File: src/rtl/decode_dispatch.sv
// decode_dispatch: registered RV32I decode / rename / operand-resolve stage.
//   Fetch side : in_valid/in_ready, in_inst, in_pc
//   ROB alloc  : rob_alloc_ok, rob_alloc_tag
//   Regfile    : rs1/rs2 (read addr), reg_val*/reg_busy*/reg_tag*, rename_ena/rd/tag
//   ROB lookup : query_tag*, rob_rdy*, rob_val*
//   CDB snoop  : cdb_valid, cdb_tag, cdb_data (NUM_CDB buses, packed)
//   Issue side : out_valid/out_ready plus the decoded, renamed entry (out_*)
//   flush kills the held entry and blocks acceptance for that cycle.
`ifndef OPERATION_BUS
`define OPERATION_BUS 5:0
`endif

module decode_dispatch #(
    parameter int DATA_W  = 32,
    parameter int ROB_W   = 4,
    parameter int NUM_CDB = 2
) (
    input  logic                       clk,
    input  logic                       rst_n,
    input  logic                       flush,
    input  logic                       in_valid,
    output logic                       in_ready,
    input  logic [31:0]                in_inst,
    input  logic [DATA_W-1:0]          in_pc,
    input  logic                       rob_alloc_ok,
    input  logic [ROB_W-1:0]           rob_alloc_tag,
    output logic [4:0]                 rs1,
    output logic [4:0]                 rs2,
    input  logic [DATA_W-1:0]          reg_val1,
    input  logic [DATA_W-1:0]          reg_val2,
    input  logic                       reg_busy1,
    input  logic                       reg_busy2,
    input  logic [ROB_W-1:0]           reg_tag1,
    input  logic [ROB_W-1:0]           reg_tag2,
    output logic [ROB_W-1:0]           query_tag1,
    output logic [ROB_W-1:0]           query_tag2,
    input  logic                       rob_rdy1,
    input  logic                       rob_rdy2,
    input  logic [DATA_W-1:0]          rob_val1,
    input  logic [DATA_W-1:0]          rob_val2,
    input  logic [NUM_CDB-1:0]         cdb_valid,
    input  logic [NUM_CDB*ROB_W-1:0]   cdb_tag,
    input  logic [NUM_CDB*DATA_W-1:0]  cdb_data,
    output logic                       rename_ena,
    output logic [4:0]                 rename_rd,
    output logic [ROB_W-1:0]           rename_tag,
    output logic                       out_valid,
    input  logic                       out_ready,
    output logic [`OPERATION_BUS]      out_op,
    output logic [DATA_W-1:0]          out_imm,
    output logic [DATA_W-1:0]          out_pc,
    output logic [4:0]                 out_rd,
    output logic [ROB_W-1:0]           out_rob_tag,
    output logic [DATA_W-1:0]          out_val1,
    output logic [DATA_W-1:0]          out_val2,
    output logic [ROB_W-1:0]           out_tag1,
    output logic [ROB_W-1:0]           out_tag2,
    output logic                       out_is_ls
);
    typedef logic [`OPERATION_BUS] op_t;
    localparam op_t OP_NOP = 0, OP_LUI = 1, OP_AUIPC = 2, OP_JAL = 3, OP_JALR = 4;
    localparam op_t OP_BEQ = 5, OP_BNE = 6, OP_BLT = 7, OP_BGE = 8, OP_BLTU = 9, OP_BGEU = 10;
    localparam op_t OP_LB = 11, OP_LH = 12, OP_LW = 13, OP_LBU = 14, OP_LHU = 15;
    localparam op_t OP_SB = 16, OP_SH = 17, OP_SW = 18;
    localparam op_t OP_ADDI = 19, OP_SLTI = 20, OP_SLTIU = 21, OP_XORI = 22, OP_ORI = 23;
    localparam op_t OP_ANDI = 24, OP_SLLI = 25, OP_SRLI = 26, OP_SRAI = 27;
    localparam op_t OP_ADD = 28, OP_SUB = 29, OP_SLL = 30, OP_SLT = 31, OP_SLTU = 32;
    localparam op_t OP_XOR = 33, OP_SRL = 34, OP_SRA = 35, OP_OR = 36, OP_AND = 37;

    // ---------------- decode ----------------
    logic [6:0]  opc;
    logic [2:0]  f3;
    logic        b30;
    logic [31:0] imm_i, imm_s, imm_b, imm_u, imm_j, d_imm;
    op_t         d_op;
    logic [4:0]  d_rd, d_rs1, d_rs2;
    logic        d_ls;

    assign opc   = in_inst[6:0];
    assign f3    = in_inst[14:12];
    assign b30   = in_inst[30];
    assign imm_i = {{20{in_inst[31]}}, in_inst[31:20]};
    assign imm_s = {{20{in_inst[31]}}, in_inst[31:25], in_inst[11:7]};
    assign imm_b = {{20{in_inst[31]}}, in_inst[7], in_inst[30:25], in_inst[11:8], 1'b0};
    assign imm_u = {in_inst[31:12], 12'b0};
    assign imm_j = {{12{in_inst[31]}}, in_inst[19:12], in_inst[20], in_inst[30:21], 1'b0};

    always_comb begin
        d_op  = OP_NOP;
        d_imm = '0;
        d_rd  = '0;
        d_rs1 = '0;
        d_rs2 = '0;
        d_ls  = 1'b0;
        case (opc)
            7'h37: begin d_op = OP_LUI;   d_imm = imm_u; d_rd = in_inst[11:7]; end
            7'h17: begin d_op = OP_AUIPC; d_imm = imm_u; d_rd = in_inst[11:7]; end
            7'h6F: begin d_op = OP_JAL;   d_imm = imm_j; d_rd = in_inst[11:7]; end
            7'h67: if (f3 == 3'd0) begin
                d_op = OP_JALR; d_imm = imm_i; d_rd = in_inst[11:7]; d_rs1 = in_inst[19:15];
            end
            7'h03: begin
                case (f3)
                    3'd0: d_op = OP_LB;  3'd1: d_op = OP_LH;  3'd2: d_op = OP_LW;
                    3'd4: d_op = OP_LBU; 3'd5: d_op = OP_LHU; default: d_op = OP_NOP;
                endcase
                if (d_op != OP_NOP) begin
                    d_imm = imm_i; d_rd = in_inst[11:7]; d_rs1 = in_inst[19:15]; d_ls = 1'b1;
                end
            end
            7'h23: begin
                case (f3)
                    3'd0: d_op = OP_SB; 3'd1: d_op = OP_SH; 3'd2: d_op = OP_SW;
                    default: d_op = OP_NOP;
                endcase
                if (d_op != OP_NOP) begin
                    d_imm = imm_s; d_rs1 = in_inst[19:15]; d_rs2 = in_inst[24:20]; d_ls = 1'b1;
                end
            end
            7'h63: begin
                case (f3)
                    3'd0: d_op = OP_BEQ; 3'd1: d_op = OP_BNE;  3'd4: d_op = OP_BLT;
                    3'd5: d_op = OP_BGE; 3'd6: d_op = OP_BLTU; 3'd7: d_op = OP_BGEU;
                    default: d_op = OP_NOP;
                endcase
                if (d_op != OP_NOP) begin
                    d_imm = imm_b; d_rs1 = in_inst[19:15]; d_rs2 = in_inst[24:20];
                end
            end
            7'h13: begin
                case (f3)
                    3'd0: d_op = OP_ADDI; 3'd1: d_op = OP_SLLI; 3'd2: d_op = OP_SLTI;
                    3'd3: d_op = OP_SLTIU; 3'd4: d_op = OP_XORI;
                    3'd5: d_op = b30 ? OP_SRAI : OP_SRLI;
                    3'd6: d_op = OP_ORI;  default: d_op = OP_ANDI;
                endcase
                d_imm = imm_i; d_rd = in_inst[11:7]; d_rs1 = in_inst[19:15];
            end
            7'h33: begin
                case (f3)
                    3'd0: d_op = b30 ? OP_SUB : OP_ADD; 3'd1: d_op = OP_SLL;
                    3'd2: d_op = OP_SLT; 3'd3: d_op = OP_SLTU; 3'd4: d_op = OP_XOR;
                    3'd5: d_op = b30 ? OP_SRA : OP_SRL;
                    3'd6: d_op = OP_OR;  default: d_op = OP_AND;
                endcase
                d_rd = in_inst[11:7]; d_rs1 = in_inst[19:15]; d_rs2 = in_inst[24:20];
            end
            default: ;
        endcase
    end

    // ---------------- handshake / rename ----------------
    logic accept;
    assign in_ready   = rob_alloc_ok & ~flush & (~out_valid | out_ready);
    assign accept     = in_valid & in_ready;
    assign rename_ena = accept & (d_rd != 5'd0);
    assign rename_rd  = d_rd;
    assign rename_tag = rob_alloc_tag;
    assign rs1        = d_rs1;
    assign rs2        = d_rs2;
    assign query_tag1 = reg_busy1 ? reg_tag1 : '0;
    assign query_tag2 = reg_busy2 ? reg_tag2 : '0;

    // ---------------- operand resolve ----------------
    // Returns {hit, data}; scanned high-to-low so the lowest bus index wins.
    function automatic logic [DATA_W:0] cdb_find(input logic [ROB_W-1:0] t,
            input logic [NUM_CDB-1:0] v, input logic [NUM_CDB*ROB_W-1:0] tg,
            input logic [NUM_CDB*DATA_W-1:0] dt);
        cdb_find = '0;
        for (int k = NUM_CDB - 1; k >= 0; k--)
            if (v[k] && (t != '0) && (tg[k*ROB_W +: ROB_W] == t))
                cdb_find = {1'b1, dt[k*DATA_W +: DATA_W]};
    endfunction

    // Returns {tag, value} using the rs0 / regfile / ROB / CDB / pending priority.
    function automatic logic [ROB_W+DATA_W-1:0] resolve(input logic rs_nz, input logic busy,
            input logic [DATA_W-1:0] rval, input logic rrdy, input logic [DATA_W-1:0] rbv,
            input logic [ROB_W-1:0] tag, input logic [DATA_W:0] hit);
        if (!rs_nz)            resolve = '0;
        else if (!busy)        resolve = {{ROB_W{1'b0}}, rval};
        else if (rrdy)         resolve = {{ROB_W{1'b0}}, rbv};
        else if (hit[DATA_W])  resolve = {{ROB_W{1'b0}}, hit[DATA_W-1:0]};
        else                   resolve = {tag, {DATA_W{1'b0}}};
    endfunction

    logic [DATA_W:0]             src_hit1, src_hit2, wk_hit1, wk_hit2;
    logic [ROB_W+DATA_W-1:0]     res1, res2;
    assign src_hit1 = cdb_find(reg_tag1, cdb_valid, cdb_tag, cdb_data);
    assign src_hit2 = cdb_find(reg_tag2, cdb_valid, cdb_tag, cdb_data);
    assign wk_hit1  = cdb_find(out_tag1, cdb_valid, cdb_tag, cdb_data);
    assign wk_hit2  = cdb_find(out_tag2, cdb_valid, cdb_tag, cdb_data);
    assign res1 = resolve(d_rs1 != 5'd0, reg_busy1, reg_val1, rob_rdy1, rob_val1, reg_tag1, src_hit1);
    assign res2 = resolve(d_rs2 != 5'd0, reg_busy2, reg_val2, rob_rdy2, rob_val2, reg_tag2, src_hit2);

    // ---------------- output register ----------------
    always_ff @(posedge clk or negedge rst_n) begin
        if (!rst_n) begin
            out_valid   <= 1'b0;
            out_op      <= OP_NOP;
            out_imm     <= '0;
            out_pc      <= '0;
            out_rd      <= '0;
            out_rob_tag <= '0;
            out_val1    <= '0;
            out_val2    <= '0;
            out_tag1    <= '0;
            out_tag2    <= '0;
            out_is_ls   <= 1'b0;
        end else if (accept) begin
            out_valid   <= 1'b1;
            out_op      <= d_op;
            out_imm     <= DATA_W'(d_imm);
            out_pc      <= in_pc;
            out_rd      <= d_rd;
            out_rob_tag <= rob_alloc_tag;
            out_val1    <= res1[DATA_W-1:0];
            out_tag1    <= res1[ROB_W+DATA_W-1:DATA_W];
            out_val2    <= res2[DATA_W-1:0];
            out_tag2    <= res2[ROB_W+DATA_W-1:DATA_W];
            out_is_ls   <= d_ls;
        end else begin
            // accept is already blocked by flush, so only the drain case remains
            if (flush || out_ready) out_valid <= 1'b0;
            if (wk_hit1[DATA_W]) begin
                out_val1 <= wk_hit1[DATA_W-1:0];
                out_tag1 <= '0;
            end
            if (wk_hit2[DATA_W]) begin
                out_val2 <= wk_hit2[DATA_W-1:0];
                out_tag2 <= '0;
            end
        end
    end
endmodule

File: config.mk
export PLATFORM = sky130hd
export DESIGN_NAME = decode_dispatch
export DESIGN_NICKNAME = d
export VERILOG_FILES = /design/src/rtl/decode_dispatch.sv
export SDC_FILE = /design/constraint.sdc
export NUM_CORES = 1
export LEC_CHECK = 0
export BUFFER_PORTS_ARGS = -buffer_cell sky130_fd_sc_hd__buf_2
export CORE_AREA = 2 2 185 187
export DETAILED_ROUTE_END_ITERATION = 8
export DIE_AREA = 0 0 187 189
export MAX_ROUTING_LAYER = met4
export PLACE_DENSITY_LB_ADDON = 0.3
export SLEW_MARGIN = 20
export SYNTH_ARGS = -nofsm -noshare
export SYNTH_HDL_FRONTEND = slang
export SYNTH_SLANG_ARGS = --single-unit
File: constraint.sdc
create_clock -name clk -period 4 [get_ports clk]
set_input_delay 0 -clock clk [delete_from_list [all_inputs] [get_ports clk]]
set_output_delay 0 -clock clk [all_outputs]
set_load 0.005 [all_outputs]
# After elaboration in Yosys (flattened, before gate mapping)
# Index checks and enable logic that the tools add are counted.
dict set report totals {
  regBits 153
  latchBits 0
  mem_bits_rw 0
  romBits 0
  inputBits 288
  out_inout_bits 182
  elab_cells 136
  n_memories 0
}
dict set report classes {
  n_addsub 0
  n_mul 0
  n_div 0
  n_lt_le_gt_ge 0
  eq_ne 24
  shift 0
  n_mux 60
  bitwise_logic 7
  n_reduce_logical 34
}
# op n
set op_table {}
lappend op_table {{$mux 36} 8}
lappend op_table {{$mux 33} 8}
lappend op_table {{$mux 32} 8}
lappend op_table {{$pmux 32 s7} 1}
lappend op_table {{$pmux 6 s9} 1}
lappend op_table {{$pmux 5 s3} 3}
lappend op_table {{$pmux 6 s7} 1}
lappend op_table {{$mux 5} 8}
lappend op_table {{$eq 4x4->1} 8}
lappend op_table {{$pmux 4 s7} 1}
lappend op_table {{$pmux 5 s5} 1}
lappend op_table {{$mux 4} 6}
lappend op_table {{$pmux 4 s6} 1}
lappend op_table {{$eq 7x6->1 const B} 3}
lappend op_table {{$eq 7x7->1 const B} 3}
lappend op_table {{$pmux 4 s5} 1}
lappend op_table {{$mux 6} 3}
lappend op_table {{$reduce_bool 6->1} 3}
lappend op_table {{$logic_and 1x1->1} 16}
lappend op_table {{$reduce_bool 4->1} 4}
lappend op_table {{$reduce_bool 5->1} 3}
lappend op_table {{$eq 7x5->1 const B} 2}
lappend op_table {{$eq 3x3->1 const B} 4}
lappend op_table {{$eq 7x2->1 const B} 1}
lappend op_table {{other kinds (13)} 27}

# Depth between registers and ports, before layout
dict set report logic_depth {
  ltp_word 10
  depth_mapped 9
  mapped_depth_nobuf 6
}

# Worst setup path after synthesis
# Ideal clock, no wire load.
dict set report synth_timing {
  path_kind {reg2reg}
  start {register out_tag1[0]}
  end {register out_val1[22]}
  arrival_ps 1800
  t_required_ps 3917
  setup_slack_ps 2117
  stages_incl_launch_ff 8
  path_buffers 1
  period_less_slack_ps 1883
  path_cell_list {dfrtp_1 > xor2_1 > nor4_1 > nand3_1 > nand2b_1 > clkbuf_1 > o221ai_1 > o21ai_0}
}
dict set report synth_between {
  elab_chain_cells 7
  word_cells_on_any_way 12
  classes_between {eq/ne (2); mux (4); reduce/logical (6)}
}
# item line
set synth_lines {}
lappend synth_lines {{start, declared} 56} ;# output logic [ROB_W-1:0] out_tag1,
lappend synth_lines {{start signal, assigned} 217} ;# out_tag1 <= res1[ROB_W+DATA_W-1:DATA_W];
lappend synth_lines {{$reduce_bool 4->1} 171} ;# if (v[k] && (t != '0) && (tg[k*ROB_W +: ROB_W] == t))
lappend synth_lines {{$logic_and 1x1->1 (2 in series)} 171}
lappend synth_lines {{$mux 33} 171}
lappend synth_lines {{$mux 33 *} 171}
lappend synth_lines {{$mux 32} 224} ;# if (wk_hit1[DATA_W]) begin
lappend synth_lines {{$mux 32} 209} ;# end else if (accept) begin
lappend synth_lines {{end signal, assigned} 216} ;# out_val1 <= res1[DATA_W-1:0];
lappend synth_lines {{end signal, assigned} 225} ;# out_val1 <= wk_hit1[DATA_W-1:0];
lappend synth_lines {{end, declared} 54} ;# output logic [DATA_W-1:0] out_val1,
# Every way passes the cells marked *; elsewhere a longest branch is shown, timed or not. The select of a mux whose other input is x is not followed.
# A chain may end at the register's enable or synchronous reset.

# Final worst setup path
dict set report layout_timing {
  start {register out_tag1[0]}
  end {register out_val1[9]}
}
# Same word-level chain as after synthesis.

==> out/summary.txt <==
Setup Fix Bufs, Post-CTS: 0
Critical-path top delay cell: sky130_fd_sc_hd__nand2b_2
Routed WL: 50,500 microns
Design Power: 5.02 mW
Arrival time worst endpoint: 3680 ps
Mean routed wirelength per cell: 22.3 microns
Via total after detailed routing: 12,736
Startpoint kind of the worst setup timing path: register
Data required, critical path: 4380 ps
Final HPWL from detailed placement: 34,100 microns
Class of the worst hold path: in2reg
IO buf count: 469
RSZ-0062 raised after global routing: no
Slowest Stage Delay on Critical Path: 790 ps
Series of cell instances along the critical path: xor2_1 > nor4_1 > nand3_2 > nand2b_2 > o221ai_1 > a21oi_1 > dlygate4sd3_1
Post-Syn Nets: 1,502
Post-synth design cell area: 10,400 sq um
Number of failing hold endpoints at the final stage: 0
Count of flip-flops with a built-in enable after synthesis: 0
Vias in the first global route: 12,844
Maximum clock frequency: 302 MHz
Dominant cells by area after synthesis: sky130_fd_sc_hd__dfrtp_1 37%, sky130_fd_sc_hd__nand2_1 5.0%, sky130_fd_sc_hd__o21ai_0 4.4%
Post-synthesis area per instance: 8.56 sq um
Area leader, netlist: sky130_fd_sc_hd__dfrtp_1
Initial antenna violation count: 11
Final-stage net count: 2,082
Total placed cells including tap cells: 2,033
Setup slack of the critical path after layout: 694 ps
Number of placement rows: 67
Clock period minus final worst setup slack: 3310 ps
Post-synthesis sequential area ratio: 36.8%
Non-filler cells in the finished layout: 2,266
Max Slew Vio Count: 0
Horiz. Die Dim: 187 microns
Inserted Clock Buffers: 17
Number of remaining DRC errors: 0
Most used DFF post-synth: sky130_fd_sc_hd__dfrtp_1
Synth unique cells: 71
Via density per instance: 5.62
Setup TNS: 0 ps
Setup-failing EPs final: 0
Max-cap viol count: 0
Actual transition at the worst max-transition pin: 1080 ps
Count of H-tree levels built during CTS: 4
Detailed-router iteration count before antenna repair: 5
Clock network latency to the later pin of the worst-skew pair: 440 ps
Leakage power figure: 7.17 nW
Synth async-reset ratio: 100%
Flops & latches, synth: 153
Iteration-0 DRC count of the detailed router: 897
Setup Slack @ Placement: 1250 ps
Pin count of the biggest net entering global routing: 89
Post-CTS clock slew at the launch and capture registers of the worst setup and hold paths: 80 ps
Number of sinks on the clock net: 153
Global-route wire length before repair: 76,100 microns
Vertical die dimension: 189 microns
Final core area utilization: 46.7%
Final critical-path share of the clock period: 82.7%
IR Drop Worst-Case VDD: 0.221 mV
Initial Utilization: 31.2%
Most instantiated library cell after synthesis: sky130_fd_sc_hd__dfrtp_1
Worst Path Max Fanout: 31
Weighted congestion at the end of routability-driven global placement: 0.897
Slew headroom: 28.2%
Total congestion overflow after global routing: 0
Tot GR Track Use: 28.6%
Synth-to-layout area growth: 49.7%
Clock tree root driver cell: sky130_fd_sc_hd__clkbuf_16
Area of the core: 33,300 sq um
Status: complete, no violations
Power density relative to cell area: 323 nW/um^2
Area of the die: 35,300 sq um
Boundary Pins: 470
TritonCTS clock tree: done
Share of post-route cells with drive strength above 1: 32.3%
Setup crit end kind: register
Maximum root-to-sink buffer count: 2
Clock skew: 11.2 ps
Remaining number of nets flagged by the antenna check after routing: 0
List of most frequent post-synthesis cells: 153 x sky130_fd_sc_hd__dfrtp_1, 138 x sky130_fd_sc_hd__nand2_1, 95 x sky130_fd_sc_hd__clkbuf_1
Class of the most critical setup path: reg2reg
Post-synth top area share: 36.8%
Gate count of the mapped netlist: 1,214
Number of warnings printed during yosys synthesis: 0
==> critical path, delay by kind of cell, from the launching register on <==
family | cells | cell delay [ps]
AOI/OAI and AO/OA | 2 | 430
xor gates and xnor gates | 1 | 180
buffers and inverters | 1 | 580
DFF | 1 | 440
and+or+nand+nor | 3 | 1590
==> cell families after synthesis <==
group	after synthesis	synth area share (%)
AO/OA/AOI/OAI	427	29.7
XOR/XNOR	31	2.61
buffers and inverters	130	5.33
flip-flops	153	36.8
multiplexers	39	4.15
AND/OR/NAND/NOR	434	21.4
==> report_power, final <==
group          switching [mW]  leakage, nW  internal (mW)  total (mW)
clock network           0.841        0.287          0.899        1.74
registers               0.132         1.92           1.75        1.89
logic                   0.705         4.96          0.691        1.40
==> flip-flops by register name, summed over array words and instances (netlist names) <==
register     flops
out_imm         32
out_is_ls        1
out_op           6
out_pc          32
out_rd           5
out_rob_tag      4
out_tag1         4
out_tag2         4
out_val1        32
out_val2        32
out_valid        1
==> layout by cell type, fill, tap and decap left out, drive strengths merged, types with 33 or more instances in the layout <==
cell	n
dfrtp	153
nand2	138
dlygate4sd3	189
mux2	33
nor2	92
o21ai	91
nor2b	39
buf	489
a21oi	49
o22ai	35
==> path summary, 6_finish.rpt <==
check                                            from  cells after the start  slack [ps]                    endpoint
max                           out_tag1[0]$_DFFE_PN0P_                      7         690     out_val1[9]$_DFFE_PN0P_
min                                      cdb_data[29]                      3           5    out_val1[29]$_DFFE_PN0P_
max reg2reg                   out_tag1[0]$_DFFE_PN0P_                      7         690     out_val1[9]$_DFFE_PN0P_
min reg2reg                out_rob_tag[3]$_DFFE_PN0P_                      2         470  out_rob_tag[3]$_DFFE_PN0P_
max in group asynchronous                       rst_n                      3        2970      out_pc[25]$_DFFE_PN0P_
min in group asynchronous                       rst_n                      2         170     out_imm[14]$_DFFE_PN0P_
==> stage by stage <==
stage,area [sq um],hold slack (ps)
after floorplan,10400,-296
after global placement,13000,158
after detailed placement,13000,175
after CTS,15500,0.301
after global routing,15600,17.9
final,15600,5.34
==> timing repair <==
item / in CTS / in global routing
hold buffers: 189 / 0
hold endpoints to repair: 229 / 0
gates resized for setup: 0 / 0
==> area by class of cell <==
type / count / area (sq um)
tap: 448 / 561
clock inverter: 15 / 181
sequential: 153 / 3830
timing repair buffer: 678 / 4430
fill: 3222 / 17700
multi-input combinational: 931 / 6060
antenna: 11 / 27.5
clock buffer: 17 / 425
inverter: 13 / 48.8
==> per-layer routing <==
layer	part of all wire, %	track usage [%]	routed length, microns	up-vias
met1	40	33.4	20000	6210
met2	50	48.7	25000	696
met3	7.1	5.13	3600	113
met4	3.5	11.7	1790	0
li1	-	-	-	5717
met5	0	-	0	-
Power figures use the tool's default switching activity.
